[src/rtl/stride_prefetch_engine.sv]
// Multi-port stride prefetcher: trains a per-region stream table from observed accesses
// and streams prefetch block addresses through a FIFO. Define PF_HINT_EN to add a hint enqueue port.
module stride_prefetch_engine #(
  parameter int ADDR_WIDTH   = 40,
  parameter int PORTS        = 2,
  parameter int ENTRIES      = 8,
  parameter int REGION_SHIFT = 12,
  parameter int STRIDE_WIDTH = 16,
  parameter int DEGREE       = 2,
  parameter int CONF_THRESH  = 2,
  parameter int QDEPTH       = 4
) (
  input  logic                        clk,
  input  logic                        rst_n,
  input  logic [PORTS-1:0]            acc_valid,
  output logic [PORTS-1:0]            acc_ready,
  input  logic [PORTS*ADDR_WIDTH-1:0] acc_addr,
  input  logic [PORTS-1:0]            acc_miss,
  output logic                        pf_valid,
  input  logic                        pf_ready,
  output logic [ADDR_WIDTH-1:0]       pf_addr,
  output logic [31:0]                 pf_issued_count,
  output logic [31:0]                 pf_dropped_count
`ifdef PF_HINT_EN
  ,
  input  logic                        hint_valid,
  input  logic [ADDR_WIDTH-1:0]       hint_addr,
  output logic                        hint_ready
`endif
);

  localparam int PW    = (PORTS > 1) ? $clog2(PORTS) : 1;
  localparam int EW    = (ENTRIES > 1) ? $clog2(ENTRIES) : 1;
  localparam int QW    = $clog2(QDEPTH);
  localparam int KW    = $clog2(DEGREE + 1);
  localparam int TAG_W = ADDR_WIDTH - REGION_SHIFT;

  typedef enum logic {S_IDLE, S_GEN} gen_state_t;

  gen_state_t state, state_next;

  // ---------------- capture registers and arbitration ----------------
  logic [PORTS-1:0]      cap_valid;
  logic [PORTS-1:0]      cap_miss;
  logic [ADDR_WIDTH-1:0] cap_addr [PORTS];
  logic [PW-1:0]         rr_ptr;
  logic                  grant_valid;
  logic [PW-1:0]         grant_idx;
  int                    arb_cand;

  assign acc_ready = ~cap_valid;

  // NOTE: sequential state uses non-blocking assignments so every flop samples pre-edge values.
  always_ff @(posedge clk or negedge rst_n) begin
    if (!rst_n) begin
      cap_valid <= '0;
    end else begin
      for (int p = 0; p < PORTS; p++) begin
        if (grant_valid && grant_idx == PW'(p))
          cap_valid[p] <= 1'b0;
        else if (acc_valid[p] && !cap_valid[p])
          cap_valid[p] <= 1'b1;
      end
    end
  end

  // NOTE: payload registers carry no reset; their valid bits guard every use.
  always_ff @(posedge clk) begin
    for (int p = 0; p < PORTS; p++) begin
      if (acc_valid[p] && !cap_valid[p]) begin
        cap_addr[p] <= acc_addr[p*ADDR_WIDTH +: ADDR_WIDTH];
        cap_miss[p] <= acc_miss[p];
      end
    end
  end

  // NOTE: every combinational output gets a default first so no latch is inferred.
  always_comb begin
    grant_valid = 1'b0;
    grant_idx   = '0;
    arb_cand    = 0;
    if (state == S_IDLE) begin
      for (int i = 0; i < PORTS; i++) begin
        arb_cand = (int'(rr_ptr) + i) % PORTS;
        if (!grant_valid && cap_valid[PW'(arb_cand)]) begin
          grant_valid = 1'b1;
          grant_idx   = PW'(arb_cand);
        end
      end
    end
  end

  always_ff @(posedge clk or negedge rst_n) begin
    if (!rst_n)
      rr_ptr <= '0;
    else if (grant_valid)
      rr_ptr <= (grant_idx == PW'(PORTS - 1)) ? '0 : grant_idx + 1'b1;
  end

  // ---------------- lookup stage ----------------
  // The stage holds its access while the generator runs; it is consumed only in IDLE.
  logic                  stage_valid;
  logic [ADDR_WIDTH-1:0] stage_addr;
  logic                  stage_miss;
  logic                  stage_fire;
  logic [TAG_W-1:0]      stage_tag;

  assign stage_fire = stage_valid && (state == S_IDLE);
  assign stage_tag  = stage_addr[ADDR_WIDTH-1:REGION_SHIFT];

  always_ff @(posedge clk or negedge rst_n) begin
    if (!rst_n)
      stage_valid <= 1'b0;
    else if (grant_valid)
      stage_valid <= 1'b1;
    else if (stage_fire)
      stage_valid <= 1'b0;
  end

  always_ff @(posedge clk) begin
    if (grant_valid) begin
      stage_addr <= cap_addr[grant_idx];
      stage_miss <= cap_miss[grant_idx];
    end
  end

  // ---------------- stream table ----------------
  // An entry's region tag is the upper part of its last address.
  logic [ENTRIES-1:0]             tbl_valid;
  logic [ADDR_WIDTH-1:0]          tbl_last   [ENTRIES];
  logic signed [STRIDE_WIDTH-1:0] tbl_stride [ENTRIES];
  logic [1:0]                     tbl_conf   [ENTRIES];
  logic [EW-1:0]                  victim_ptr;

  logic                           hit, free_found;
  logic [EW-1:0]                  hit_idx, free_idx, alloc_idx;
  logic [ADDR_WIDTH-1:0]          delta;
  logic [ADDR_WIDTH-STRIDE_WIDTH:0] delta_hi;
  logic                           delta_fits, delta_zero, stride_match;
  logic signed [STRIDE_WIDTH-1:0] delta_s, cur_stride, new_stride;
  logic [1:0]                     cur_conf, new_conf;
  logic                           trigger;

  always_comb begin
    hit        = 1'b0;
    hit_idx    = '0;
    free_found = 1'b0;
    free_idx   = '0;
    for (int e = 0; e < ENTRIES; e++) begin
      if (!hit && tbl_valid[e] && tbl_last[e][ADDR_WIDTH-1:REGION_SHIFT] == stage_tag) begin
        hit     = 1'b1;
        hit_idx = EW'(e);
      end
      if (!free_found && !tbl_valid[e]) begin
        free_found = 1'b1;
        free_idx   = EW'(e);
      end
    end
  end

  assign alloc_idx = free_found ? free_idx : victim_ptr;

  // delta is taken modulo 2^ADDR_WIDTH and fits when its upper bits are pure sign extension.
  assign delta        = stage_addr - tbl_last[hit_idx];
  assign delta_hi     = delta[ADDR_WIDTH-1:STRIDE_WIDTH-1];
  assign delta_fits   = (&delta_hi) || !(|delta_hi);
  assign delta_zero   = (delta == '0);
  assign delta_s      = delta[STRIDE_WIDTH-1:0];
  assign cur_stride   = tbl_stride[hit_idx];
  assign cur_conf     = tbl_conf[hit_idx];
  assign stride_match = !delta_zero && delta_fits && (delta_s == cur_stride);

  always_comb begin
    new_stride = cur_stride;
    new_conf   = cur_conf;
    if (stride_match) begin
      new_conf = (cur_conf == 2'd3) ? 2'd3 : cur_conf + 2'd1;
    end else if (!delta_zero) begin
      if (cur_conf != 2'd0)
        new_conf = cur_conf - 2'd1;
      else
        new_stride = delta_fits ? delta_s : '0;
    end
  end

  assign trigger = stage_fire && hit && stride_match && (new_conf >= 2'(CONF_THRESH));

  always_ff @(posedge clk or negedge rst_n) begin
    if (!rst_n) begin
      tbl_valid  <= '0;
      victim_ptr <= '0;
    end else if (stage_fire && !hit && stage_miss) begin
      tbl_valid[alloc_idx] <= 1'b1;
      if (!free_found)
        victim_ptr <= (victim_ptr == EW'(ENTRIES - 1)) ? '0 : victim_ptr + 1'b1;
    end
  end

  always_ff @(posedge clk) begin
    if (stage_fire) begin
      if (hit) begin
        tbl_last[hit_idx]   <= stage_addr;
        tbl_stride[hit_idx] <= new_stride;
        tbl_conf[hit_idx]   <= new_conf;
      end else if (stage_miss) begin
        tbl_last[alloc_idx]   <= stage_addr;
        tbl_stride[alloc_idx] <= '0;
        tbl_conf[alloc_idx]   <= 2'd0;
      end
    end
  end

  // ---------------- generator ----------------
  logic [ADDR_WIDTH-1:0] gen_addr, gen_stride, gen_cand;
  logic [TAG_W-1:0]      gen_region;
  logic [KW-1:0]         gen_step;
  logic                  gen_in_region, gen_try, gen_push, gen_drop;
  logic                  fifo_full, enq_fire, deq_fire;
  logic [ADDR_WIDTH-1:0] enq_data;

  assign gen_cand      = gen_addr + gen_stride;
  assign gen_in_region = (gen_cand[ADDR_WIDTH-1:REGION_SHIFT] == gen_region);

  always_ff @(posedge clk or negedge rst_n) begin
    if (!rst_n)
      state <= S_IDLE;
    else
      state <= state_next;
  end

  always_comb begin
    state_next = state;
    gen_try    = 1'b0;
    unique case (state)
      S_IDLE: if (trigger) state_next = S_GEN;
      S_GEN: begin
        if (!gen_in_region) begin
          state_next = S_IDLE;
        end else begin
          gen_try = 1'b1;
          if (gen_step == KW'(DEGREE))
            state_next = S_IDLE;
        end
      end
      default: state_next = S_IDLE;
    endcase
  end

  // Each step adds the stride once more, giving base + k*stride for step k.
  always_ff @(posedge clk) begin
    if (trigger) begin
      gen_addr   <= stage_addr;
      gen_stride <= {{(ADDR_WIDTH-STRIDE_WIDTH){new_stride[STRIDE_WIDTH-1]}}, new_stride};
      gen_region <= stage_tag;
      gen_step   <= KW'(1);
    end else if (state == S_GEN) begin
      gen_addr <= gen_cand;
      gen_step <= gen_step + 1'b1;
    end
  end

  // A full FIFO being drained in the same cycle still accepts the new address.
  assign gen_push = gen_try && (!fifo_full || pf_ready);
  assign gen_drop = gen_try && !gen_push;

`ifdef PF_HINT_EN
  logic hint_fire;
  assign hint_ready = !fifo_full && !gen_try;
  assign hint_fire  = hint_valid && hint_ready;
  assign enq_fire   = gen_push || hint_fire;
  assign enq_data   = gen_push ? gen_cand : hint_addr;
`else
  assign enq_fire = gen_push;
  assign enq_data = gen_cand;
`endif

  // ---------------- prefetch FIFO ----------------
  logic [ADDR_WIDTH-1:0] fifo_mem [QDEPTH];
  logic [QW-1:0]         wr_ptr, rd_ptr;
  logic [QW:0]           fifo_count;

  assign fifo_full = (fifo_count == (QW+1)'(QDEPTH));
  assign pf_valid  = (fifo_count != '0);
  assign pf_addr   = pf_valid ? fifo_mem[rd_ptr] : '0;
  assign deq_fire  = pf_valid && pf_ready;

  always_ff @(posedge clk) begin
    if (enq_fire)
      fifo_mem[wr_ptr] <= enq_data;
  end

  always_ff @(posedge clk or negedge rst_n) begin
    if (!rst_n) begin
      wr_ptr     <= '0;
      rd_ptr     <= '0;
      fifo_count <= '0;
    end else begin
      if (enq_fire) wr_ptr <= wr_ptr + 1'b1;
      if (deq_fire) rd_ptr <= rd_ptr + 1'b1;
      if (enq_fire && !deq_fire)
        fifo_count <= fifo_count + 1'b1;
      else if (!enq_fire && deq_fire)
        fifo_count <= fifo_count - 1'b1;
    end
  end

  always_ff @(posedge clk or negedge rst_n) begin
    if (!rst_n) begin
      pf_issued_count  <= '0;
      pf_dropped_count <= '0;
    end else begin
      if (enq_fire && pf_issued_count != '1)
        pf_issued_count <= pf_issued_count + 32'd1;
      if (gen_drop && pf_dropped_count != '1)
        pf_dropped_count <= pf_dropped_count + 32'd1;
    end
  end

endmodule

[config.mk]
export PLATFORM = sky130hd
export DESIGN_NAME = stride_prefetch_engine
export DESIGN_NICKNAME = d
export VERILOG_FILES = /design/src/rtl/stride_prefetch_engine.sv
export SDC_FILE = /design/constraint.sdc
export NUM_CORES = 2
export LEC_CHECK = 0
export CAP_MARGIN = 20
export CORE_ASPECT_RATIO = 1.2
export CORE_MARGIN = 5
export CORE_UTILIZATION = 32
export DETAILED_ROUTE_END_ITERATION = 6
export SYNTH_ARGS = -nofsm -noshare
export SYNTH_HDL_FRONTEND = slang
export SYNTH_SLANG_ARGS = --single-unit
[constraint.sdc]
create_clock -name clk -period 24.9 [get_ports clk]
set_input_delay 4.98 -clock clk [delete_from_list [all_inputs] [get_ports clk]]
set_output_delay 4.98 -clock clk [all_outputs]
set_load 0.01 [all_outputs]
======== After elaboration in Yosys (flattened, before gate mapping) ========
Memory sizes are Yosys's and may differ from the RTL's. A register that Yosys moved wholly into a read port is not among the register bits.
Index checks and enable logic that the tools add are counted.
storage, ports and cells
  flip-flop bits (word level) ............. 176
  memory bits (writable) .................. 704
  bits of input ports ..................... 87
  output and inout port bits .............. 107
  logic and storage cells ................. 248
  memories kept ........................... 5
cells by class
  add/subtract/negate cells ............... 14
  magnitude comparators ................... 6
  equality and inequality tests ........... 16
  mux-type cells .......................... 95
  bitwise logic cells ..................... 5
  reduce and logical (&&, ||, !) cells .... 88
memories
  memory      depth  width  read ports  clocked after Yosys merged registers in  write ports  line  RTL
  tbl_last    8      40     9           0                                        1            130   logic [ADDR_WIDTH-1:0] tbl_last [ENTRIES];
  fifo_mem    4      40     1           0                                        1            278   logic [ADDR_WIDTH-1:0] fifo_mem [QDEPTH];
  tbl_stride  8      16     1           0                                        1            131   logic signed [STRIDE_WIDTH-1:0] tbl_stride [ENTRIES];
  cap_addr    2      40     1           1                                        2            45    logic [ADDR_WIDTH-1:0] cap_addr [PORTS];
  tbl_conf    8      2      1           0                                        1            132   logic [1:0] tbl_conf [ENTRIES];
operator list
  operator                                                                       count
  28-bit equality test                                                           9
  40-bit two-way mux                                                             4
  16-bit two-way mux                                                             5
  32-bit by 1-bit adder with 32-bit output (second input constant)               2
  32-bit != test (second input constant)                                         2
  1-bit two-way mux                                                              60
  3-bit two-way mux                                                              19
  1-bit logical AND                                                              43
  40-bit adder                                                                   1
  40-bit logical NOT                                                             1
  40-bit OR reduction                                                            1
  40-bit subtractor                                                              1
  1-bit logical NOT                                                              29
  25-bit AND reduction                                                           1
  25-bit OR reduction                                                            1
  16-bit equality test                                                           1
  16-bit OR reduction                                                            1
  2-bit nonzero test                                                             6
  2-bit two-way mux                                                              5
  2-bit by 1-bit adder with 2-bit output (second input constant)                 4
  8-bit bitwise OR                                                               1
  3-bit by 1-bit adder with 3-bit output (second input constant)                 2
  3-bit equality test (second input constant)                                    2
  1-bit by 3-bit less-than comparator with 1-bit output (second input constant)  2
  16 further kinds                                                               21

======== Longest topological paths before layout ========
An unclocked memory read counts as a cell.
  word-level depth ........................ 44
  gate-level depth with buffers ........... 36
  depth with buffers taken out ............ 27

======== Least setup slack after synthesis ========
Ideal clock, no wire load.
  kind .................................... register to register
  from .................................... register stage_addr[18] (read register of cap_addr)
  to ...................................... register gen_region[0], enable pin
  library setup time ...................... 0.555 ns
  data arrival time ....................... 11.138 ns
  required time ........................... 24.345 ns
  path slack .............................. 13.208 ns
  cell stages (with the launch flop) ...... 34
  buffers on the path ..................... 7
  period minus slack after synthesis ...... 11.692 ns
  cell sequence ........................... edfxtp_1 > buf_2 > xor2_1 > nor4_1 > nand3_1 > nor4_2 > nor4_2 > nor2_2 > buf_4 > buf_4 > buf_1 > clkbuf_1 > clkbuf_1 > buf_1 > nand2_1 > nand3_1 > o211ai_1 > o21ai_0 > ha_1 > inv_1 > fa_1 > a211oi_1 > o21a_1 > o211a_1 > o2111ai_1 > a211o_1 > a21o_1 > a2111oi_0 > and4_1 > and3_1 > nor2b_1 > a31oi_1 > nand2b_1 > nor4_1
on the way
  cells in the longest elaborated chain, start to end .. 41
  elaborated cells between the ends (all ways) .. 70
  those cells by class .................... 3 x add/sub; 1 x order compare; 10 x eq/ne; 19 x mux; 34 x reduce/logical; 3 x memory
RTL lines
  item                             line  RTL
  from (decl)                      103   logic [ADDR_WIDTH-1:0] stage_addr;
  28-bit equality test             150   if (!hit && tbl_valid[e] && tbl_last[e][ADDR_WIDTH-1:REGION_SHIFT] == stage_tag) begin
  1-bit logical AND                150
  1-bit two-way mux                150
  1-bit logical NOT                150
  1-bit logical AND (2 in series)  150
  1-bit two-way mux                150
  1-bit logical NOT                150
  1-bit logical AND (2 in series)  150
  [23 not listed]                  -
  25-bit OR reduction              166   assign delta_fits = (&delta_hi) || !(|delta_hi);
  1-bit logical NOT                166
  1-bit logical OR                 166
  1-bit logical AND (2 in series)  171   assign stride_match = !delta_zero && delta_fits && (delta_s == cur_stride);
  2-bit two-way mux                176   if (stride_match) begin
  2-bit >= comparator              186   assign trigger = stage_fire && hit && stride_match && (new_conf >= 2'(CONF_THRESH));
  1-bit logical AND (*)            186
  net trigger                      142   logic trigger;
  to (signal assigned)             254   gen_region <= stage_tag;
  to (decl)                        215   logic [TAG_W-1:0] gen_region;
The timed path passes the listed nets; every way through them passes the cells marked *.
A chain may end at the register's enable or synchronous reset.

======== Worst setup path after layout ========
  from .................................... register stage_addr[39] (read register of cap_addr)
  to ...................................... memory tbl_stride[0][15] (data pin)
on the way
  cells in the longest elaborated chain, start to end .. 41
  elaborated cells between the ends (all ways) .. 68
  those cells by class .................... 1 x add/sub; 9 x eq/ne; 23 x mux; 32 x reduce/logical; 3 x memory
RTL lines
  item                              line  RTL
  28-bit equality test              150
  1-bit logical AND                 150
  1-bit two-way mux                 150
  1-bit logical NOT                 150
  1-bit logical AND (2 in series)   150
  1-bit two-way mux                 150
  1-bit logical NOT                 150
  1-bit logical AND (2 in series)   150
  [23 not listed]                   -
  25-bit OR reduction               166
  1-bit logical NOT                 166
  1-bit logical OR                  166
  16-bit two-way mux                182   new_stride = delta_fits ? delta_s : '0;
  16-bit two-way mux                179   if (cur_conf != 2'd0)
  16-bit two-way mux                178   end else if (!delta_zero) begin
  16-bit two-way mux                176
  16-bit two-way mux (no line) (*)  -
  to (decl)                         131
Every way passes the cells marked *; elsewhere a longest branch is shown, timed or not.

==> run summary <==
The run finished with clean final reports. The global-route total usage across every layer is 0.170. The root buffer cell chosen for the clock tree is clkbuf_16. The count of pins over their slew limit came to 0. The count of flip-flops with a built-in enable after synthesis came out at about 830. The total half-perimeter wirelength after legalization and detailed placement came out at between 90 and 100 mm.

After synthesis, the share of flip-flops with an asynchronous set or reset is 0.0946. The H-tree depth is 3. The worst hold path belongs to the class reg -> reg. Counting along the longest clock path gives a buffer depth of 3. Setup repair after global routing left no endpoint under its margin. The most critical setup path has its endpoint at tbl_stride[0][15]. The worst pin sits at a relative slew slack of 0.243. The number of hold-slack violations in the final timing report was 0. For the pin with the worst max-slew slack, the measured transition is 1.14 ns.

STA puts the critical path data arrival time at ~12 ns. The global-route wire length before repair is 197 mm. Post-CTS repair changed the size of 0 cells. The number of antenna violations at the first check in global routing came out at 3.

The height of the chip is ~420 um. The layout cell share with drive strength beyond 1 came out at 0.115. The post-route clock period utilization is 0.450.

The number of search-and-repair iterations in the first detailed-routing pass is 6. After detailed routing, the average wire length per cell comes to between 20 and 25 um. The number of setup violations in the final report is 0. The cell area after synthesis is roughly 0.046 sq mm. The die is around 360 um wide.

The setup slack on the worst flop-to-flop path came out at 13.69 ns. The flip-flop cell with the highest count after synthesis is edfxtp_1. The number of rows created at floorplan is between 150 and 200. The number of cells on the worst reg-to-reg path came out at 26. The instance count of the mapped netlist is ~3700. The Yosys warning count is 0. The type of element capturing the critical path is a register. Max-cap violations in this run came to 0. Counting flops and latches in the post-synthesis netlist gives 920. The DRC marker count from the first detailed-route iteration came out at between 2000 and 3000.

The areal power density over the cells is 113 mW/mm^2. The net count of the finished layout is around 4000. The end of the worst register-to-register path is tbl_stride[0][15]. The post-CTS repair timing setup buffer count came out at 0. The worst path in the final design needs a cycle of approximately 11 ns, including I/O delays and setup.

VDD sags by at most around 67 uV. The largest net degree at the start of global routing is between 100 and 150. In the routed design, unresolved DRC markers number 0.

The final layout contains routed wiring with a total length of 132 mm. The share of the Yosys chip area taken by registers is 0.593. The average instance in the mapped netlist occupies between 10 and 15 sq um. The total nets after synthesis came out at 3840. The startpoint identified for the worst register-to-register timing path is stage_addr[39].

Along the worst path, the maximum fanout reaches 53. The post-cts hold buffer count came out at 0. The clock latency of the later-clocked register in the worst-skew pair is approximately 0.71 ns. The distinct cell type count of the synthesized netlist came out at between 90 and 100. Buffers inserted during clock tree synthesis total 101. The routed via count divided by cell count came out at 5.32.

The number of placed I/O pins is approximately 190. The required time at the endpoint of the critical path came out at 25.27 ns. The setup skew after layout is approximately 0.041 ns. After global routing the overflow that remains totals 0. TritonCTS built the clock tree. The via count of the first global-routing pass is approximately 30000. The accumulated negative setup slack came out at 0 ns. The detail route stage leaves a number of antenna-violating nets equal to 0. The worst setup path is of the reg -> reg kind. The most critical setup path has its startpoint at stage_addr[39].

For this configuration, the core starts out at a cell density of 0.321. The count of placed standard cells including taps came out at roughly 5600. The final standard cell count with taps included and fillers excluded came out at 5786.

The total number of vias came out at between 30000 and 40000. Clock-pin slew was measured on the worst setup and hold paths at about 0.06 ns. The weighted congestion at the end of routability-driven global placement is 0.968. The growth of design area from synthesis to finish came out at 16.9%.

The top achievable clock speed came out at roughly 89 MHz. The count of buffers added on input and output ports is 193. For this design the static power due to leakage is 18.4 nW. The nature of the critical path startpoint is a register. The area of the core region is 0.143 sq mm. The area enclosed by the die boundary came out at roughly 0.15 sq mm. The clock sink count is between 900 and 1000.
area by class of cell:
class                           instances  area [sq um]
Antenna cell                            1          2.50
Sequential cell                       920         27200
Fill cell                           13684         89100
Inverter                               49           184
Tap cell                             1848          2310
Clock inverter                         59           757
Timing Repair Buffer                  272          2620
Clock buffer                          128          2690
Multi-Input combinational cell       2509         17800
layer usage:
layer | routed length (um) | GRT usage
met1 | 57000 | 0.230
met2 | 60500 | 0.275
met3 | 8850 | 0.0263
met4 | 5720 | 0.0697
met5 | 0 | 0
power by group:
| part | switching (mW) | internal (mW) |
|---|---|---|
| Combinational | 1.39 | 0.804 |
| Sequential | 0.225 | 2.07 |
| Clock | 0.643 | 0.905 |
| Total | 2.26 | 3.78 |
cells by family (layout without fill, tap and decap cells):
kind of cell / count (synthesis) / after routing / share of synthesized area
other: 0 / 1 / 0
multiplexers: 252 / 252 / 0.0691
AND/OR/NAND/NOR: 1227 / 1227 / 0.137
flip-flops: 920 / 920 / 0.593
buffers and inverters: 233 / 508 / 0.0212
AO/OA/AOI/OAI: 548 / 548 / 0.0782
adder cells (fa/ha/maj): 91 / 91 / 0.0254
XOR/XNOR: 391 / 391 / 0.0760
metrics by stage:
| step | setup WS (ns) | total power [mW] | hold WS [ns] | utilization | instance area [sq um] |
|---|---|---|---|---|---|
| 6_report | 13.69 | 6.04 | 0.490 | 0.375 | 53500 |
| 5_1_grt | 13.09 | 6.31 | 0.509 | 0.375 | 53500 |
| 4_1_cts | 13.88 | 6.06 | 0.490 | 0.375 | 53400 |
| 3_5_place_dp | 13.94 | 4.50 | 0.473 | 0.351 | 50000 |
| 3_3_place_gp | 14.18 | 4.48 | 0.458 | 0.350 | 49900 |
| 2_1_floorplan | 13.21 | 3.61 | 0.443 | - | 45800 |
Yosys cell counts, types with 22 or more instances:
| library cell | count | share of area |
|---|---|---|
| buf_2 | 45 | 0.0049 |
| nor2_1 | 133 | 0.011 |
| mux2_1 | 26 | 0.0064 |
| ha_1 | 88 | 0.024 |
| xnor2_1 | 235 | 0.045 |
| buf_1 | 22 | 0.0018 |
| mux4_2 | 40 | 0.020 |
| mux2i_1 | 99 | 0.022 |
| mux2_2 | 87 | 0.021 |
| nand4_1 | 72 | 0.0098 |
| dfrtp_1 | 87 | 0.048 |
| a21oi_1 | 173 | 0.019 |
| nand2_1 | 455 | 0.037 |
| and3_1 | 96 | 0.013 |
| clkbuf_1 | 109 | 0.0089 |
| xor2_1 | 152 | 0.029 |
| o21ai_0 | 96 | 0.010 |
| a31oi_1 | 37 | 0.0051 |
| edfxtp_1 | 831 | 0.55 |
| nand3_1 | 138 | 0.015 |
| o211ai_1 | 24 | 0.0039 |
| a21o_1 | 40 | 0.0066 |
| a211oi_1 | 31 | 0.0051 |
| nor4_1 | 55 | 0.0075 |
| and2_1 | 62 | 0.0085 |
| nor3_1 | 70 | 0.0077 |
| inv_1 | 49 | 0.0040 |
| nor4_2 | 25 | 0.0068 |
registers in the layout, summed over array words and instances (netlist names), 3 cells and up:
name	flops
cap_addr	80
fifo_count	3
fifo_mem	160
gen_addr	40
gen_region	28
gen_stride	16
pf_dropped_count	32
pf_issued_count	32
stage_addr	40
tbl_conf	16
tbl_last	320
tbl_stride	128
tbl_valid	8
victim_ptr	3
layout by cell type, fill, tap and decap left out, types with 13 or more instances in the layout:
master           count
o21a_1              14
xor2_1             152
edfxtp_1           831
clkbuf_1            21
buf_4               72
nor2b_1             15
a21o_1              40
mux4_2              40
clkdlybuf4s50_1    192
a31oi_1             36
mux2_1              26
a211oi_1            31
o211ai_1            24
o211a_1             14
nor2_1             129
ha_1                88
inv_1               48
and3_1              96
nand3_1            138
a21oi_1            173
mux2_2              87
mux2i_1             99
nand2_1            453
and2_1              58
o21ai_0             96
nor4_1              53
o21bai_1            17
xnor2_1            235
bufinv_16           13
nand2b_1            15
nand4_1             72
clkbuf_16          101
dfrtp_1             85
nor4_2              27
nor3_1              65
clkinv_2            18
worst max-delay path, stage by stage, from the launching register on:
cell and delay (ns):
edfxtp_1 1.05, xor2_1 0.24, nor4_1 0.79, nand4_1 0.22, nor4_2 0.36, or4_1 0.79
nand2_4 0.51, buf_4 0.49, nand2_1 0.14, and3_1 0.15, a21oi_1 0.04, a21oi_1 0.27
ha_1 0.28, nor2b_1 0.15, o2111ai_1 0.32, a31oi_1 0.20, o21ai_0 0.64, a2111oi_0 0.28
a2111oi_1 0.62, o21bai_1 0.11, a21oi_1 0.21, xnor3_1 0.41, mux2_2 0.41, o211ai_1 0.15
or4_1 0.75, nand2_2 0.39, a211oi_1 0.82
worst min-delay path by stage:
stage / start / end / slack (ns) / depth (start not counted)
floorplan: stage_valid / stage_valid / 0.44 / 2
global placement: stage_valid / stage_valid / 0.46 / 2
detailed placement: fifo_count[2] / fifo_count[2] / 0.47 / 1
CTS: pf_dropped_count[18] / pf_dropped_count[18] / 0.49 / 1
global route: gen_step[0] / gen_step[0] / 0.51 / 2
finish: stage_valid / stage_valid / 0.49 / 2
(Power assumes the default switching activity.)
